$ cat src/rtl/pslip_pkg.sv
`default_nettype none
// ============================================================
// Package : pslip_pkg
// Shared sizes, types and FSM encoding for the pSLIP grant stage.
// Revision: 1.0
// ============================================================
package pslip_pkg;

    localparam int PSLIP_N    = 8;
    localparam int PSLIP_P    = 16;
    localparam int PSLIP_ITER = 4;
    localparam int PSLIP_PW   = (PSLIP_P > 1) ? $clog2(PSLIP_P) : 1;
    localparam int PSLIP_IW   = (PSLIP_N > 1) ? $clog2(PSLIP_N) : 1;

    typedef logic [PSLIP_PW-1:0] pri_t;
    typedef logic [PSLIP_IW-1:0] idx_t;

    typedef enum logic [1:0] {
        IDLE      = 2'd0,
        WAIT_RESP = 2'd1,
        MATCHED   = 2'd2
    } state_t;

endpackage
`default_nettype wire

$ cat src/rtl/pslip_rr_pick.sv
`default_nettype none
// ============================================================
// Module : pslip_rr_pick
// Combinational round-robin picker: first request at or after ptr.
// Revision: 1.0
// ============================================================
module pslip_rr_pick #(
    parameter int N  = 8,
    parameter int IW = (N > 1) ? $clog2(N) : 1
) (
    input  logic [N-1:0]  req,
    input  logic [IW-1:0] ptr,
    output logic [N-1:0]  onehot,
    output logic [IW-1:0] idx,
    output logic          any
);

    logic [2*N-1:0] w_dbl;
    logic [2*N-1:0] w_mask;

    // The doubled vector lets a single ascending scan over [ptr, ptr+N) cover the wrap.
    always_comb begin
        w_dbl  = {req, req};
        w_mask = '0;
        any    = 1'b0;
        idx    = '0;
        onehot = '0;
        for (int k = 0; k < 2*N; k++) begin
            w_mask[k] = (k >= int'(ptr)) && (k < int'(ptr) + N);
        end
        for (int k = 0; k < 2*N; k++) begin
            if (!any && w_dbl[k] && w_mask[k]) begin
                any = 1'b1;
                idx = (k >= N) ? IW'(k - N) : IW'(k);
            end
        end
        if (any) begin
            onehot[idx] = 1'b1;
        end
    end

endmodule
`default_nettype wire

$ cat src/rtl/pslip_grant_arb.sv
`default_nettype none
// ============================================================
// Module : pslip_grant_arb
// Per-output-port pSLIP grant stage: registered RR grant, hold until response.
// Revision: 1.0
// ============================================================
module pslip_grant_arb
    import pslip_pkg::*;
#(
    parameter int N    = PSLIP_N,
    parameter int P    = PSLIP_P,
    parameter int ITER = PSLIP_ITER,
    localparam int PW  = (P > 1) ? $clog2(P) : 1,
    localparam int IW  = (N > 1) ? $clog2(N) : 1
) (
    input  logic          clk,
    input  logic          rst_n,
    input  logic          slot_start,
    input  logic          req_valid,
    input  logic [N-1:0]  req_in,
    input  logic [PW-1:0] pri_in,
    input  logic          resp_valid,
    input  logic          resp_accept,
    output logic          grant_valid,
    output logic [N-1:0]  grant,
    output logic [IW-1:0] grant_idx,
    output logic [PW-1:0] grant_pri,
    output logic          matched,
    output logic [IW-1:0] ptr
);

    localparam int CW = $clog2(ITER + 1);

    state_t        state_q,       state_d;
    logic [IW-1:0] ptr_q,         ptr_d;
    logic [CW-1:0] iter_q,        iter_d;
    logic          grant_valid_q, grant_valid_d;
    logic [N-1:0]  grant_q,       grant_d;
    logic [IW-1:0] grant_idx_q,   grant_idx_d;
    logic [PW-1:0] grant_pri_q,   grant_pri_d;
    logic          matched_q,     matched_d;

    logic [N-1:0]  w_pick_onehot;
    logic [IW-1:0] w_pick_idx;
    logic          w_pick_any;

    pslip_rr_pick #(.N(N), .IW(IW)) u_pick (
        .req    (req_in),
        .ptr    (ptr_q),
        .onehot (w_pick_onehot),
        .idx    (w_pick_idx),
        .any    (w_pick_any)
    );

    always_comb begin
        state_d       = state_q;
        ptr_d         = ptr_q;
        iter_d        = iter_q;
        grant_valid_d = grant_valid_q;
        grant_d       = grant_q;
        grant_idx_d   = grant_idx_q;
        grant_pri_d   = grant_pri_q;
        matched_d     = matched_q;

        // A new slot wins over anything else, including a coincident response.
        if (slot_start) begin
            state_d       = IDLE;
            iter_d        = '0;
            matched_d     = 1'b0;
            grant_valid_d = 1'b0;
            grant_d       = '0;
        end else begin
            case (state_q)
                IDLE: begin
                    if (req_valid && w_pick_any && (iter_q < CW'(ITER))) begin
                        state_d       = WAIT_RESP;
                        grant_valid_d = 1'b1;
                        grant_d       = w_pick_onehot;
                        grant_idx_d   = w_pick_idx;
                        grant_pri_d   = pri_in;
                    end
                end
                WAIT_RESP: begin
                    if (resp_valid) begin
                        grant_valid_d = 1'b0;
                        grant_d       = '0;
                        if (resp_accept) begin
                            state_d   = MATCHED;
                            matched_d = 1'b1;
                            // Only a first-iteration accept advances the pointer (iSLIP rule).
                            if (iter_q == '0) begin
                                ptr_d = (grant_idx_q == IW'(N - 1)) ? '0 : grant_idx_q + IW'(1);
                            end
                        end else begin
                            state_d = IDLE;
                            if (iter_q != CW'(ITER)) begin
                                iter_d = iter_q + CW'(1);
                            end
                        end
                    end
                end
                MATCHED: begin
                    matched_d = 1'b1;
                end
                default: begin
                    state_d = IDLE;
                end
            endcase
        end
    end

    always_ff @(posedge clk) begin
        if (!rst_n) begin
            state_q       <= IDLE;
            ptr_q         <= '0;
            iter_q        <= '0;
            grant_valid_q <= 1'b0;
            grant_q       <= '0;
            grant_idx_q   <= '0;
            grant_pri_q   <= '0;
            matched_q     <= 1'b0;
        end else begin
            state_q       <= state_d;
            ptr_q         <= ptr_d;
            iter_q        <= iter_d;
            grant_valid_q <= grant_valid_d;
            grant_q       <= grant_d;
            grant_idx_q   <= grant_idx_d;
            grant_pri_q   <= grant_pri_d;
            matched_q     <= matched_d;
        end
    end

    assign grant_valid = grant_valid_q;
    assign grant       = grant_q;
    assign grant_idx   = grant_idx_q;
    assign grant_pri   = grant_pri_q;
    assign matched     = matched_q;
    assign ptr         = ptr_q;

endmodule
`default_nettype wire

$ cat config.mk
export PLATFORM = sky130hd
export DESIGN_NAME = pslip_grant_arb
export DESIGN_NICKNAME = d
export VERILOG_FILES = /design/src/rtl/pslip_pkg.sv /design/src/rtl/pslip_rr_pick.sv /design/src/rtl/pslip_grant_arb.sv
export SDC_FILE = /design/constraint.sdc
export NUM_CORES = 1
export LEC_CHECK = 0
export BUFFER_PORTS_ARGS = -buffer_cell sky130_fd_sc_hd__buf_4
export CAP_MARGIN = 20
export CELL_PAD_IN_SITES_DETAIL_PLACEMENT = 0
export CELL_PAD_IN_SITES_GLOBAL_PLACEMENT = 1
export CORE_MARGIN = 2
export CORE_UTILIZATION = 41
export DETAILED_ROUTE_END_ITERATION = 8
export PLACE_DENSITY = 0.82
export SKIP_CTS_REPAIR_TIMING = 1
export SLEW_MARGIN = 20
export SYNTH_ARGS = -nofsm -noshare
export SYNTH_HDL_FRONTEND = slang
export SYNTH_SLANG_ARGS = --single-unit
export TNS_END_PERCENT = 5
$ cat constraint.sdc
create_clock -name clk -period 5.55 [get_ports clk]
set_clock_uncertainty 0.05 [all_clocks]
set_input_delay 0.2775 -clock clk [delete_from_list [all_inputs] [get_ports clk]]
set_output_delay 0.2775 -clock clk [all_outputs]
set_load 0.005 [all_outputs]
==> results.py <==
metrics = {
    "status": {
        "status": "finished clean",
    },
    "critical_path": {
        "reg2reg_from": "ptr[1]",
        "crit_family": "simple AND/OR/NAND/NOR gates",
        "cpMaxStageDelayCell": "or4_4",
        "path_depth": 6,
        "critPathRequiredTime_ps": 5770,
        "path_cells": "or4_4 -> a31oi_4 -> o2111ai_2 -> o21ai_4 -> nor3b_4 -> a22o_1",
        "cpPeakStageDelay_ps": 580,
        "start_kind": "register",
        "r2r_slack_ps": 3060,
        "crit_path_max_fanout": 20,
        "worstSetupEndpointType": "register",
        "critical_path_class": "register to register",
        "critPathBufInv": 0,
        "cp-endpoint": "grant[0]",
        "r2r-end": "grant[0]",
        "reg2reg_depth": 6,
        "cp-startpoint": "ptr[1]",
        "arrival_ps": 2710,
    },
    "clock_tree": {
        "cts_inserted_buffers": 3,
        "root_buffer": "clkbuf_4",
        "htree_levels": 1,
        "cts_tree": "yes",
        "clk_pin_slew_ps": 130,
        "clk_latency_ps": 320,
        "cts_buffer_depth": 2,
        "cts.sinks": 25,
    },
    "route": {
        "ant_nets": 0,
        "firstDrtPassIters": 4,
        "drt_iter0_drc": 37,
        "vias": 1321,
        "routed_via_density": 5.481,
        "wl_per_cell_um": 13.15,
        "drt_wl_total_um": 3170,
        "drc": 0,
    },
    "synth": {
        "yosysUniqueCellTypes": 54,
        "synth_fa_ha_area_frac": 0.03478,
        "async_flop_share": 0,
        "synth.area.mux_share": 0.06957,
        "synth_nets": 181,
        "synthCells": 159,
        "synth_edf_count": 0,
        "yosysWarnings": 0,
        "ys_seq_area_frac": 0.3478,
        "synthXorXnorAreaFrac": 0.01217,
        "syn-cell-area_mm2": 0.001439,
        "ys.flop_type": "dfxtp_1",
        "ys_ff_latch": 25,
        "synth-compound-area-share": 0.2643,
        "yosys.area_share.simple": 0.2348,
        "synth_top_family_by_area": "compound AO/OA/AOI/OAI gates",
        "syn_area_per_cell_um2": 9.050,
    },
    "floorplan": {
        "rows": 21,
        "design.core.area_mm2": 0.003363,
        "dieArea_mm2": 0.003999,
        "dieWidth_um": 63.24,
        "ios": 38,
        "die_h_um": 63.24,
        "start_util": 0.4278,
    },
    "timing": {
        "tns_ps": 0,
        "hold_violations": 0,
        "drv_slew": 0,
        "min_period_over_period": 0.4477,
        "worst_hold_slack_ps": 136.1,
        "grt_setup_unrepaired": "no",
        "tightest_slew_ps": 801.0,
        "period_minus_slack_ps": 2485,
        "setup_viol": 0,
        "relSlewSlack": 0.4585,
        "timing.fmax_mhz": 402.4,
    },
    "grt": {
        "grt_overflow": 0,
        "grt_use_total": 0.1726,
        "antenna_found_initial": 0,
        "grt_pass1_wl_um": 5630,
        "grt_use_met3": 0.03750,
        "gr-usage-met1": 0.2280,
        "grt_max_degree": 21,
        "grt_use_met2": 0.2793,
        "top_usage_layer": "met2",
        "grt_pass1_vias": 1226,
    },
    "final_layout": {
        "final_util": 0.5264,
        "final_cell_mix": "buf_4 (37), dfxtp_1 (25), nor2_1 (16)",
        "final_common_cell": "buf_4",
        "drive_gt1_frac": 0.2513,
        "diodes": 0,
        "nets": 218,
        "area_growth_pct": 23.04,
    },
    "power_and_ir_drop": {
        "leakagePower_uw": 0.0007514,
        "p_per_area_mw_per_mm2": 183.0,
        "ir_drop_mv": 0.1100,
    },
    "hold_path": {
        "hold_class": "input port to register",
        "worstHoldPathCells": 3,
    },
    "placement": {
        "portBuffers": 37,
        "dp_hpwl_um": 2453,
        "gp_congestion": 0.7827,
    },
    "job": {
        "maxCapViolations": 0,
    },
}
==> report_power, final <==
group	internal, µW	leakage (µW)	switching (µW)
Clock	28.2	0.0000150	52.0
Combinational	28.7	0.000534	28.0
Sequential	184	0.000203	3.40
Total	241	0.000751	83.5
==> metal layers <==
layer	vias to the layer above	wire, µm
met4	0	46
li1	663	-
met3	5	150
met2	36	1475
met1	617	1498
met5	-	0
==> state kept, by name (all words and copies together) (netlist names) <==
register and flops:
grant 8, grant_pri 4, grant_idx 3, iter_q 3
ptr 3, state_q 2, grant_valid 1, matched 1
==> layout make-up <==
class / count / area, µm²
Clock buffer: 4 / 26.28
Multi-Input combinational cell: 123 / 885.9
Sequential cell: 25 / 500.5
Fill cell: 342 / 1593
Timing Repair Buffer: 37 / 277.8
Inverter: 6 / 22.52
Tap cell: 46 / 57.56
==> cell usage after synthesis, drive strengths merged (2+ instances only) <==
cell type	instances	area share
nor2b	6	0.026
o21ai	6	0.029
nor4b	2	0.012
dfxtp	25	0.35
a31oi	2	0.019
nand2	11	0.029
ha	4	0.035
a21oi	11	0.038
a211oi	3	0.016
o22ai	2	0.0087
and2	3	0.013
nor4	2	0.0087
nand2b	2	0.0087
or2	2	0.0087
nor2	16	0.042
a22o	7	0.043
nor3b	3	0.023
a22oi	3	0.016
buf	4	0.018
o2bb2ai	2	0.012
nand3b	3	0.016
inv	5	0.013
mux2i	10	0.070
==> how the worst min path moves through the flow <==
stage,startpoint,endpoint,slack [ps]
final,pri_in[2],grant_pri[2],140
after global routing,pri_in[0],grant_pri[0],140
after CTS,pri_in[2],grant_pri[2],130
after detailed placement,matched,matched,390
after global placement,matched,matched,390
after floorplan,pri_in[0],grant_pri[0],370
==> worst reg2reg max path, cell delays in order (launching register included) <==
cell and delay (ps):
dfxtp_1 550, or4_4 580, a31oi_4 190, o2111ai_2 200, o21ai_4 280, nor3b_4 390, a22o_1 200
==> cells by family (layout without fill, tap and decap cells) <==
group	after synthesis	count (layout)
DFF	25	25
adders and majority gates	4	4
xor gates and xnor gates	2	2
buffers and inverters	11	47
muxes	10	10
AOI/OAI and AO/OA	48	48
and+or+nand+nor	59	59
==> stage by stage <==
step | cells | total power [µW] | area [µm²] | setup WS [ps]
floorplan | 159 | 222.7 | 1439 | 3425
global placement | 237 | 247.4 | 1744 | 3164
detailed placement | 237 | 247.7 | 1744 | 3094
CTS | 241 | 327.4 | 1770 | 3077
global route | 241 | 340.1 | 1770 | 2838
finish | 241 | 324.0 | 1770 | 3065
(Power assumes the default switching activity.)
